==> src/rtl/generador_senales_rtc.sv <==
// Frame sequencer for the multiplexed RTC bus: one 70-tick frame of active-low strobes per start.
// Latency: outputs registered; frame spans 70*TICK_DIV clks after start is sampled, then one done clk.
// Backpressure: none; start is accepted only in IDLE, and requests while busy are dropped.
module generador_senales_rtc #(
    parameter int TICK_DIV   = 10,
    parameter int FRAME_LAST = 69
) (
    input  logic       clk,
    input  logic       reset,
    input  logic       start,
    input  logic       rw,
    output logic [6:0] contador_todo,
    output logic       ChipSelect,
    output logic       Read,
    output logic       Write,
    output logic       AoD,
    output logic       IndicadorMaquina,
    output logic       busy,
    output logic       done
);

    typedef enum logic [1:0] {
        ST_IDLE,
        ST_RUN,
        ST_FIN
    } state_t;

    localparam logic [7:0] PRESC_LAST = 8'(TICK_DIV - 1);
    localparam logic [6:0] TICK_LAST  = 7'(FRAME_LAST);

    state_t     state;
    logic [7:0] prescaler;

    function automatic logic in_range(input logic [6:0] t, input logic [6:0] lo, input logic [6:0] hi);
        return (t >= lo) && (t <= hi);
    endfunction

    // Strobe pattern for tick t in RUN, packed as {ChipSelect, Read, Write, AoD}.
    function automatic logic [3:0] decode(input logic [6:0] t, input logic im);
        logic cs_n;
        logic rd_n;
        logic wr_n;
        logic aod;
        cs_n = !(in_range(t, 7'd1, 7'd35) || in_range(t, 7'd39, 7'd68));
        aod  = !(in_range(t, 7'd1, 7'd11) || in_range(t, 7'd39, 7'd48));
        wr_n = !(in_range(t, 7'd2, 7'd9) || in_range(t, 7'd40, 7'd47) ||
                 (!im && in_range(t, 7'd20, 7'd30)));
        rd_n = !(im && in_range(t, 7'd57, 7'd67));
        return {cs_n, rd_n, wr_n, aod};
    endfunction

    always_ff @(posedge clk) begin
        if (reset) begin
            state            <= ST_IDLE;
            prescaler        <= 8'd0;
            contador_todo    <= 7'd0;
            ChipSelect       <= 1'b1;
            Read             <= 1'b1;
            Write            <= 1'b1;
            AoD              <= 1'b1;
            IndicadorMaquina <= 1'b0;
            busy             <= 1'b0;
            done             <= 1'b0;
        end else begin
            case (state)
                ST_IDLE: begin
                    done <= 1'b0;
                    if (start) begin
                        state            <= ST_RUN;
                        IndicadorMaquina <= rw;
                        contador_todo    <= 7'd0;
                        prescaler        <= 8'd0;
                        busy             <= 1'b1;
                        {ChipSelect, Read, Write, AoD} <= decode(7'd0, rw);
                    end
                end
                ST_RUN: begin
                    if (prescaler == PRESC_LAST) begin
                        prescaler <= 8'd0;
                        if (contador_todo == TICK_LAST) begin
                            state         <= ST_FIN;
                            contador_todo <= 7'd0;
                            busy          <= 1'b0;
                            done          <= 1'b1;
                            {ChipSelect, Read, Write, AoD} <= 4'b1111;
                        end else begin
                            // Strobes follow the incremented tick so both change on the same edge.
                            contador_todo <= contador_todo + 7'd1;
                            {ChipSelect, Read, Write, AoD} <= decode(contador_todo + 7'd1, IndicadorMaquina);
                        end
                    end else begin
                        prescaler <= prescaler + 8'd1;
                    end
                end
                ST_FIN: begin
                    state            <= ST_IDLE;
                    done             <= 1'b0;
                    IndicadorMaquina <= 1'b0;
                end
                default: begin
                    state <= ST_IDLE;
                end
            endcase
        end
    end

endmodule

==> config.mk <==
export PLATFORM = sky130hd
export DESIGN_NAME = generador_senales_rtc
export DESIGN_NICKNAME = d
export VERILOG_FILES = /design/src/rtl/generador_senales_rtc.sv
export SDC_FILE = /design/constraint.sdc
export NUM_CORES = 1
export LEC_CHECK = 0
export ABC_AREA = 1
export BUFFER_PORTS_ARGS = -buffer_cell sky130_fd_sc_hd__buf_2
export CORE_MARGIN = 8
export CORE_UTILIZATION = 55
export DETAILED_ROUTE_END_ITERATION = 8
export GPL_TIMING_DRIVEN = 0
export MAX_ROUTING_LAYER = met4
export PLACE_DENSITY = 0.78
export SLEW_MARGIN = 20
export SYNTH_ARGS = -nofsm -noshare
export SYNTH_HDL_FRONTEND = slang
export SYNTH_SLANG_ARGS = --single-unit
==> constraint.sdc <==
create_clock -name clk -period 2.32 [get_ports clk]
set_clock_uncertainty 0.15 [all_clocks]
set_input_delay 0.348 -clock clk [delete_from_list [all_inputs] [get_ports clk]]
set_output_delay 0.348 -clock clk [all_outputs]
set_load 0.05 [all_outputs]
Word-level counts from Yosys, hierarchy flattened

Cells that the tools add are included.

$lt $le $gt $ge: 14
Reduce and logical (&&, ||, !) cells: 30
Equal/unequal tests: 7
Mux-type cells: 32
Add/sub/neg operators: 2

Operator list:

| operator                                                           | number |
|---|---|
| greater-or-equal comparator 7 x 6 -> 1 bit (second input constant) | 3 |
| less-or-equal comparator 7 x 6 -> 1 bit (second input constant)    | 3 |
| 2-to-1 mux 7 bit                                                   | 3 |
| 2-to-1 mux 8 bit                                                   | 2 |
| case mux 8 bit (2 select lines)                                    | 1 |
| less-or-equal comparator 7 x 4 -> 1 bit (second input constant)    | 2 |
| less-or-equal comparator 7 bit (second input constant)             | 2 |
| 2-to-1 mux 1 bit                                                   | 14 |
| case mux 1 bit (2 select lines)                                    | 7 |
| case mux 7 bit (2 select lines)                                    | 1 |
| logical AND 1 bit                                                  | 10 |
| AND reduction 3 bit                                                | 3 |
| adder 8 x 1 -> 8 bit (second input constant)                       | 1 |
| == test 8 x 4 -> 1 bit (second input constant)                     | 1 |
| adder 7 x 1 -> 7 bit (second input constant)                       | 1 |
| == test 7 bit (second input constant)                              | 1 |
| greater-or-equal comparator 7 x 1 -> 1 bit (second input constant) | 1 |
| greater-or-equal comparator 7 x 2 -> 1 bit (second input constant) | 1 |
| greater-or-equal comparator 7 x 5 -> 1 bit (second input constant) | 1 |
| less-or-equal comparator 7 x 5 -> 1 bit (second input constant)    | 1 |
| 2-to-1 mux 2 bit                                                   | 3 |
| != test 2 bit (second input constant)                              | 3 |
| nonzero test 2 bit                                                 | 3 |
| logical NOT 1 bit                                                  | 5 |
| other kinds (8)                                                    | 12 |

Word-level logic and storage cells: 95
Input bits: 4
Output and inout bits: 14
Register bits after elaboration: 24

Longest topological paths before layout

Gate-level depths: netlist (run 1).

Depth after elaboration: 9
Gate-level depth with buffers: 12
Depth with buffers taken out: 12

Least setup slack after synthesis (run 1)

No wires, ideal clock.

Path type: register to register
From: register contador_todo[0]
To: register AoD
Path slack: 0.093 ns
Data required time: 2.100 ns
Arrival time: 2.007 ns
Stages on the path, launching flop included: 12
Period minus slack after synthesis: 2.227 ns
Buffers on the path: 0
Setup time: 0.070 ns
Cell sequence: dfxtp_1 > ha_1 > nand2_2 > nand2_2 > inv_1 > nor2_2 > nand3_2 > nor2_2 > nand3_1 > nand2_1 > nand2_1 > a21oi_1

Word-level cells in the longest chain between the ends: 8
Elaborated cells on any way between the ends: 13
Those cells by class: add/sub (1); order compare (4); eq/ne (1); mux (3); reduce/logical (4)

RTL lines:

| item                                                                     | line | source |
|---|---|---|
| start: declaration                                                       | 12   | `output logic [6:0] contador_todo,` |
| start signal: assignment                                                 | 88   | `contador_todo <= contador_todo + 7'd1;` |
| adder 7 x 1 -> 7 bit                                                     | 89   | `{ChipSelect, Read, Write, AoD} <= decode(contador_todo + 7'd1, IndicadorMaquina);` |
| greater-or-equal comparator 7 x 1 -> 1 bit, or another cell as far along | 35   | `return (t >= lo) && (t <= hi);` |
| logical AND 1 bit                                                        | 35   |  |
| logical OR 1 bit                                                         | 45   | `aod = !(in_range(t, 7'd1, 7'd11) \|\| in_range(t, 7'd39, 7'd48));` |
| logical NOT 1 bit                                                        | 45   |  |
| 2-to-1 mux 1 bit *                                                       | 80   | `if (contador_todo == TICK_LAST) begin` |
| 2-to-1 mux 1 bit *                                                       | 78   | `if (prescaler == PRESC_LAST) begin` |
| case mux 1 bit (2 select lines) *                                        | 65   | `case (state)` |
| end signal: assignment                                                   | 74   | `{ChipSelect, Read, Write, AoD} <= decode(7'd0, rw);` |
| end signal: assignment                                                   | 89   |  |
| end: declaration                                                         | 16   | `output logic AoD,` |

Mark *: on every way between the ends. The rest lies on a longest branch, timed or not. The select of a mux whose other input is x is not followed.
A chain may end at the register's enable or synchronous reset.

Worst setup path after layout (run 1)

From: register contador_todo[1]
To: register Read

Word-level cells in the longest chain between the ends: 8
Elaborated cells on any way between the ends: 10
Those cells by class: add/sub (1); order compare (2); eq/ne (1); mux (3); reduce/logical (3)

RTL lines:

| item                                                                                         | line | source |
|---|---|---|
| adder 7 x 1 -> 7 bit                                                                         | 89   |  |
| greater-or-equal comparator 7 x 6 -> 1 bit or less-or-equal comparator 7 bit (tied branches) | 35   |  |
| logical AND 1 bit                                                                            | 35   |  |
| logical AND 1 bit                                                                            | 48   | `rd_n = !(im && in_range(t, 7'd57, 7'd67));` |
| logical NOT 1 bit                                                                            | 48   |  |
| 2-to-1 mux 1 bit *                                                                           | 80   |  |
| 2-to-1 mux 1 bit *                                                                           | 78   |  |
| case mux 1 bit (2 select lines) *                                                            | 65   |  |
| end signal: assignment                                                                       | 74   |  |
| end signal: assignment                                                                       | 89   |  |
| end: declaration                                                                             | 14   | `output logic Read,` |

Marks and branches as above.

==> summary.md, run 1 <==
| Metric | Value |
|---|---|
| Status | finished clean |
| Place WS | 0.0734 ns |
| Worst Setup Path Type | flop to flop |
| Minimum clock period after layout | 2.09 ns |
| Vias/cell | 5.46 |
| Final GP Congestion | 0.928 |
| Final ANT Viol Nets | 0 |
| Synthesized area per cell | 6.57 um2 |
| Post-synth EDFFs | 0 |
| Synth Area in Simple Gates | 40.3% |
| Async S/R FF share, synth | 0% |
| Crit Reg-Reg Startpoint | contador_todo[1] |
| Min-Delay Startpoint | rw |
| Cells on worst reg2reg path | 10 |
| Clock Sinks | 24 |
| Hold/Removal Path Class | input pin to flop |
| Largest net degree at the start of global routing | 14 |
| Die ar. | 4810 um2 |
| Pwr/cell area | 443 nW/um2 |
| Hold Crit Depth | 3 |
| Slowest cell on crit path | dfxtp_1 |
| Met3 Usage GRT | 3.43% |
| Vias in the first global route | 1589 |
| Root buf cell | clkbuf_4 |
| First-pass GRT wire length | 6600 um |
| Final Max Tran Viols | 0 |
| Die W | 69.3 um |
| Pwr Total | 0.766 mW |
| Overall Global Routing Usage | 16.0% |
| Post-synthesis xor/xnor area fraction | 0.560% |
| Top Usage Layer GRT | met2 |
| M2 GR Usage | 26.7% |
| Share of cells above drive strength 1 | 17.1% |
| Initial antenna violation count | 0 |
| CP required | 2.41 ns |
| Reg2reg setup slack | 0.23 ns |
| Drt initial violations | 83 |
| Worst path cell trace | ha_1, nand3_1, o21bai_1, nand2_2, nand2_2, nand2_1, a21oi_1, nand3_1, nand2_1, inv_1 |
| Routing usage on met1 | 17.9% |
| CTS tree | built |
| Worst R2R End | Read |
| Crit start category | flop |
| I/O pins | 18 |
| Fillers | 271 |
| Final hold violations | 0 |
| Placed Cells | 285 |
| Core area | 2730 um2 |
| Post-DP HPWL | 2840 um |
| Final Util | 63.2% |
| DR vias | 1577 |
| Hold-fix buffers, CTS | 0 |
| Buffers on Ports | 16 |
| Setup violators final | 0 |
| Ys flop type | dfxtp_1 |
| # Post-CTS Setup Buffers | 0 |
| Crit path largest cell delay | 0.48 ns |
| CTS clk-pin slew, worst paths | 0.13 ns |
| Number of gates resized after CTS | 0 |
| Most frequent cells in the layout | nand2_1 (66), inv_1 (31), dfxtp_1 (23), nor2_1 (21), buf_2 (16) |
| Skew-Pair Late Insertion Delay | 0.32 ns |
| Die Height | 69.3 um |
| Hold_ws | 0.117 ns |
| Cell variety after synth | 30 |
| Mux share of post-synthesis cell area | 0% |
| Fin area | 1730 um2 |
| Peak supply drop | 0.536 mV |
| ANT cells | 0 |
| FP Rows | 19 |
| Crit share post-route | 90.2% |
| Post-route setup TNS | 0 ns |
| RSZ-0062 raised after global routing | no |
| Total wire length | 3530 um |
| Max Clock Freq | 0.478 GHz |
| Slew headroom | 72.3% |
| Layout Cells excl Fill | 289 |
| Synthesis Warnings | 0 |
| Main combinational cell family by area after synthesis | simple AND/OR/NAND/NOR gates |
| Commonest non-fill, non-tap cell in the layout | nand2_1 |
| Syn_nets | 249 |
| Mapped cell area | 1560 um2 |
| CP Max Fanout | 7 |
| Setup crit end kind | flop |
| Register area share after synthesis | 30.7% |
| Mapped Cells | 238 |
| GRT Residual Overflow | 0 |
| Drt pass-1 iters | 4 |
| LEAKAGE | 0.797 nW |
| Max Root-Sink Buffers | 2 |
| Layout area overhead | 10.5% |
| Final #Nets | 270 |
| Flops & latches, synth | 24 |
| Worst Hold Endpoint | IndicadorMaquina |
| Worst Path Arrival | 2.18 ns |
| Post-synthesis compound-gate area fraction | 14.4% |
| Worst-Margin Slew | 0.413 ns |
| H-tree depth | 1 |
| Synth Area in Adders | 5.60% |
| Final WS setup | 0.227 ns |
| Maxcap violations | 0 |
| Area after DPL | 1680 um2 |
| Number of remaining DRC errors | 0 |
| CTS Buf Count | 3 |
| Initial Util | 57.2% |
| Wire length per cell | 12.2 um |
logic make-up (layout without fill, tap and decap cells):
kind of cell | after synthesis | in the layout
buf+inv | 34 | 54
simple gates | 134 | 134
xor+xnor | 1 | 1
compound gates | 38 | 38
flops | 24 | 24
fa+ha+maj | 7 | 7
sequential cells by signal, indices dropped and copies added (netlist names):
name / count
state: 2
IndicadorMaquina: 1
done: 1
prescaler: 8
ChipSelect: 1
AoD: 1
busy: 1
Read: 1
Write: 1
contador_todo: 7
worst max path at each step:
stage,start,end,slack [ns],cells past startpoint
global route,contador_todo[1],Read,0.01,10
CTS,contador_todo[1],Read,0.06,10
detailed placement,contador_todo[1],Read,0.07,10
finish,contador_todo[1],Read,0.23,10
floorplan,contador_todo[0],AoD,0.09,11
global placement,contador_todo[1],Read,0.15,10
worst max-delay path: cells and delay by family (launching register included):
family | cells | cell delay (ns)
fa+ha+maj | 1 | 0.28
buf+inv | 1 | 0.04
flops | 1 | 0.48
simple gates | 6 | 0.72
compound gates | 2 | 0.33
final cells by class:
cell class / instances / area (um2) / area share, %
Buffer: 2 / 11.3 / 0.652
Clock buffer: 4 / 36.3 / 2.10
Inverter: 32 / 120 / 6.95
Multi-Input combinational cell: 180 / 960 / 55.5
Sequential cell: 24 / 482 / 27.9
Tap cell: 31 / 38.8 / 2.24
Timing Repair Buffer: 16 / 80.1 / 4.63
synth_stat cells (3+ instances only):
library cell	number	area (um2)
nor2_1	22	82.6
o211ai_1	3	22.5
nand3_1	14	70.1
nand4_1	6	37.5
nor2_2	5	31.3
o21ai_1	3	15.0
o21ai_0	6	30.0
nand3_2	3	30.0
o22ai_1	7	43.8
ha_1	7	87.6
a21oi_1	14	70.1
nor3_1	7	35.0
dfxtp_1	24	480
inv_1	31	116
nand2_1	66	248
nand2_2	6	37.5
per-layer routing:
| metal | part of all wire (%) | wire length [um] |
|---|---|---|
| met3 | 3.9 | 136 |
| met5 | 0 | 0 |
| met1 | 45 | 1600 |
| met4 | 1.9 | 67 |
| met2 | 49 | 1730 |
report_power, final:
group          internal [mW]  total, mW  switching, mW
Sequential             0.424      0.435         0.0111
Combinational         0.0298      0.104         0.0746
Clock                 0.0960      0.227          0.131
(Power assumes the default switching activity.)
==> run 2: changes to the inputs <==
- CORE_UTILIZATION: 55 -> 35
- PLACE_DENSITY: 0.78 -> 0.54
==> run 2 against run 1 <==
Die area is 43% higher; register-to-register slack hardly changed; worst setup slack better by 0.0068 ns; combinational power hardly changed; global-route usage is 4.3 points lower; worst hold slack better by 0.065 ns; critical path depth stayed put; critical endpoint unchanged; largest power group unchanged.
==> summary.md, run 2 (same netlist as run 1, synthesis figures left out) <==
| Metric | Value |
|---|---|
| Overall Global Routing Usage | 11.8% (was 16.0%) |
| Core area | 4320 um2 (was 2730 um2) |
| Final Max Tran Viols | 0 (unchanged) |
| Final hold violations | 0 (unchanged) |
| Maxcap violations | 0 (unchanged) |
| Total wire length | 3900 um (was 3530 um) |
| First-pass GRT wire length | 6890 um (was 6600 um) |
| Vias/cell | 4.97 (was 5.46) |
| Setup crit end kind | flop (unchanged) |
| CP required | 2.34 ns (was 2.41 ns) |
| Final GP Congestion | 0.900 (was 0.928) |
| DR vias | 1542 (was 1577) |
| Largest regs | prescaler: 8 flops, contador_todo: 7 flops, state: 2 flops (unchanged) |
| Post-route setup TNS | 0 ns (unchanged) |
| Drt pass-1 iters | 4 (unchanged) |
| Initial Util | 36.2% (was 57.2%) |
| Crit start category | flop (unchanged) |
| Slowest cell on crit path | dfxtp_2 (was dfxtp_1) |
| Hold/Removal Path Class | input pin to flop (unchanged) |
| Share of cells above drive strength 1 | 17.1% (unchanged) |
| Post-DP HPWL | 3070 um (was 2840 um) |
| Max Root-Sink Buffers | 2 (unchanged) |
| CTS tree | built (unchanged) |
| Die Height | 82.8 um (was 69.3 um) |
| Skew-Pair Late Insertion Delay | 0.27 ns (was 0.32 ns) |
| Most common cell on crit path | inv_1 |
| Most frequent cells in the layout | nand2_1 (66), inv_1 (31), dfxtp_1 (22), nor2_1 (22), buf_2 (16) (was nand2_1 (66), inv_1 (31), dfxtp_1 (23), nor2_1 (21), buf_2 (16)) |
| Worst path cell trace | inv_1, ha_1, nand4_1, o21ai_0, nor2_1, nand3_2, nor3_1, nand3_1, nand2_1, inv_1 (was ha_1, nand3_1, o21bai_1, nand2_2, nand2_2, nand2_1, a21oi_1, nand3_1, nand2_1, inv_1) |
| Root buf cell | clkbuf_8 (was clkbuf_4) |
| Setup violators final | 0 (unchanged) |
| Max reg flops | 8 (unchanged) |
| Buffers on Ports | 16 (unchanged) |
| Status | finished clean (unchanged) |
| H-tree depth | 1 (unchanged) |
| Pwr/cell area | 512 nW/um2 (was 443 nW/um2) |
| CTS Buf Count | 3 (unchanged) |
| Wire length per cell | 12.6 um (was 12.2 um) |
| LEAKAGE | 0.812 nW (was 0.797 nW) |
| ANT cells | 0 (unchanged) |
| I/O pins | 18 (unchanged) |
| Die ar. | 6860 um2 (was 4810 um2) |
| Slew headroom | 72.5% (was 72.3%) |
| Commonest non-fill, non-tap cell in the layout | nand2_1 (unchanged) |
| Worst Setup Path Type | flop to flop (unchanged) |
| Initial antenna violation count | 0 (unchanged) |
| Final ANT Viol Nets | 0 (unchanged) |
| Worst Path Arrival | 2.11 ns (was 2.18 ns) |
| Largest register by flop count | prescaler (unchanged) |
| Drt initial violations | 96 (was 83) |
| Number of remaining DRC errors | 0 (unchanged) |
| Clock Sinks | 24 (unchanged) |
| FP Rows | 24 (was 19) |
| Layout area overhead | 14.3% (was 10.5%) |
| Worst-Margin Slew | 0.412 ns (was 0.413 ns) |
| Crit share post-route | 89.9% (was 90.2%) |
| Final #Nets | 270 (unchanged) |
| Hold-fix buffers, CTS | 0 (unchanged) |
| RSZ-0062 raised after global routing | no (unchanged) |
| Peak supply drop | 0.186 mV (was 0.536 mV) |
| Crit path largest cell delay | 0.42 ns (was 0.48 ns) |
| Die W | 82.8 um (was 69.3 um) |
| GRT Residual Overflow | 0 (unchanged) |
| Largest net degree at the start of global routing | 15 (was 14) |
| Hold_ws | 0.181 ns (was 0.117 ns) |
| Top Family by Delay on Critical Path | simple AND/OR/NAND/NOR gates (unchanged) |
| CTS clk-pin slew, worst paths | 0.10 ns (was 0.13 ns) |
| Crit path buffers/inverters | 2 (was 1) |
| Vias in the first global route | 1508 (was 1589) |
| Max Clock Freq | 0.479 GHz (was 0.478 GHz) |
| CP Max Fanout | 8 (was 7) |
| Minimum clock period after layout | 2.09 ns (about the same) |
[run 2: path summary, 6_finish.rpt]
path / start / endpoint / slack (ns) / cells after the start
setup / recovery: contador_todo[1] / Read / 0.23 / 10
hold / removal: rw / IndicadorMaquina / 0.18 / 3
setup reg to reg: contador_todo[1] / Read / 0.23 / 10
hold reg to reg: done / done / 0.31 / 2
[run 2: power breakdown]
part | total (mW) | leakage [nW] | internal [mW] | switching (mW)
Combinational | 0.106 | 0.581 | 0.0295 | 0.0765
Sequential | 0.433 | 0.196 | 0.423 | 0.00977
Clock | 0.377 | 0.0357 | 0.231 | 0.146
Total | 0.916 | 0.812 | 0.683 | 0.233
[run 2: layout make-up]
cell class              count  area, um2
clock inverters             1       30.0
fillers                   500       2540
well taps                  52       65.1
flip-flops and latches     24        483
clock buffers               3       41.3
plain buffers               2       11.3
multi-input cells         180        957
inverters                  32        120
repair buffers             16       80.1
[run 2: layer usage]
layer | share of wire, % | track usage [%]
met1 | 50 | 14.7
met5 | 0 | -
met2 | 45 | 18.6
met3 | 4.0 | 2.25
met4 | 0.72 | 3.67
[run 2: timing repair]
action | CTS | global route
buffers inserted | 0 | 0
endpoints found under the hold margin | 0 | 0
endpoints found under the setup margin | 1 | 3
resized for setup | 1 | 2
[run 2: through the flow]
stage / cells / instance area (um2) / utilization (%) / setup slack [ns] / total power [mW]
finish: 310 / 1790 / 41.3 / 0.233 / 0.916
global route: 310 / 1790 / 41.3 / 0.0637 / 0.958
CTS: 310 / 1790 / 41.3 / 0.106 / 0.932
detailed placement: 306 / 1710 / 39.5 / 0.0154 / 0.549
global placement: 306 / 1710 / 39.5 / -0.0162 / 0.548
floorplan: 238 / 1560 / - / 0.0931 / 0.521
[run 2: tightest hold or removal path, stage by stage]
cell     delay (ns)
buf_2          0.09
nand2_1        0.07
a21oi_1        0.05
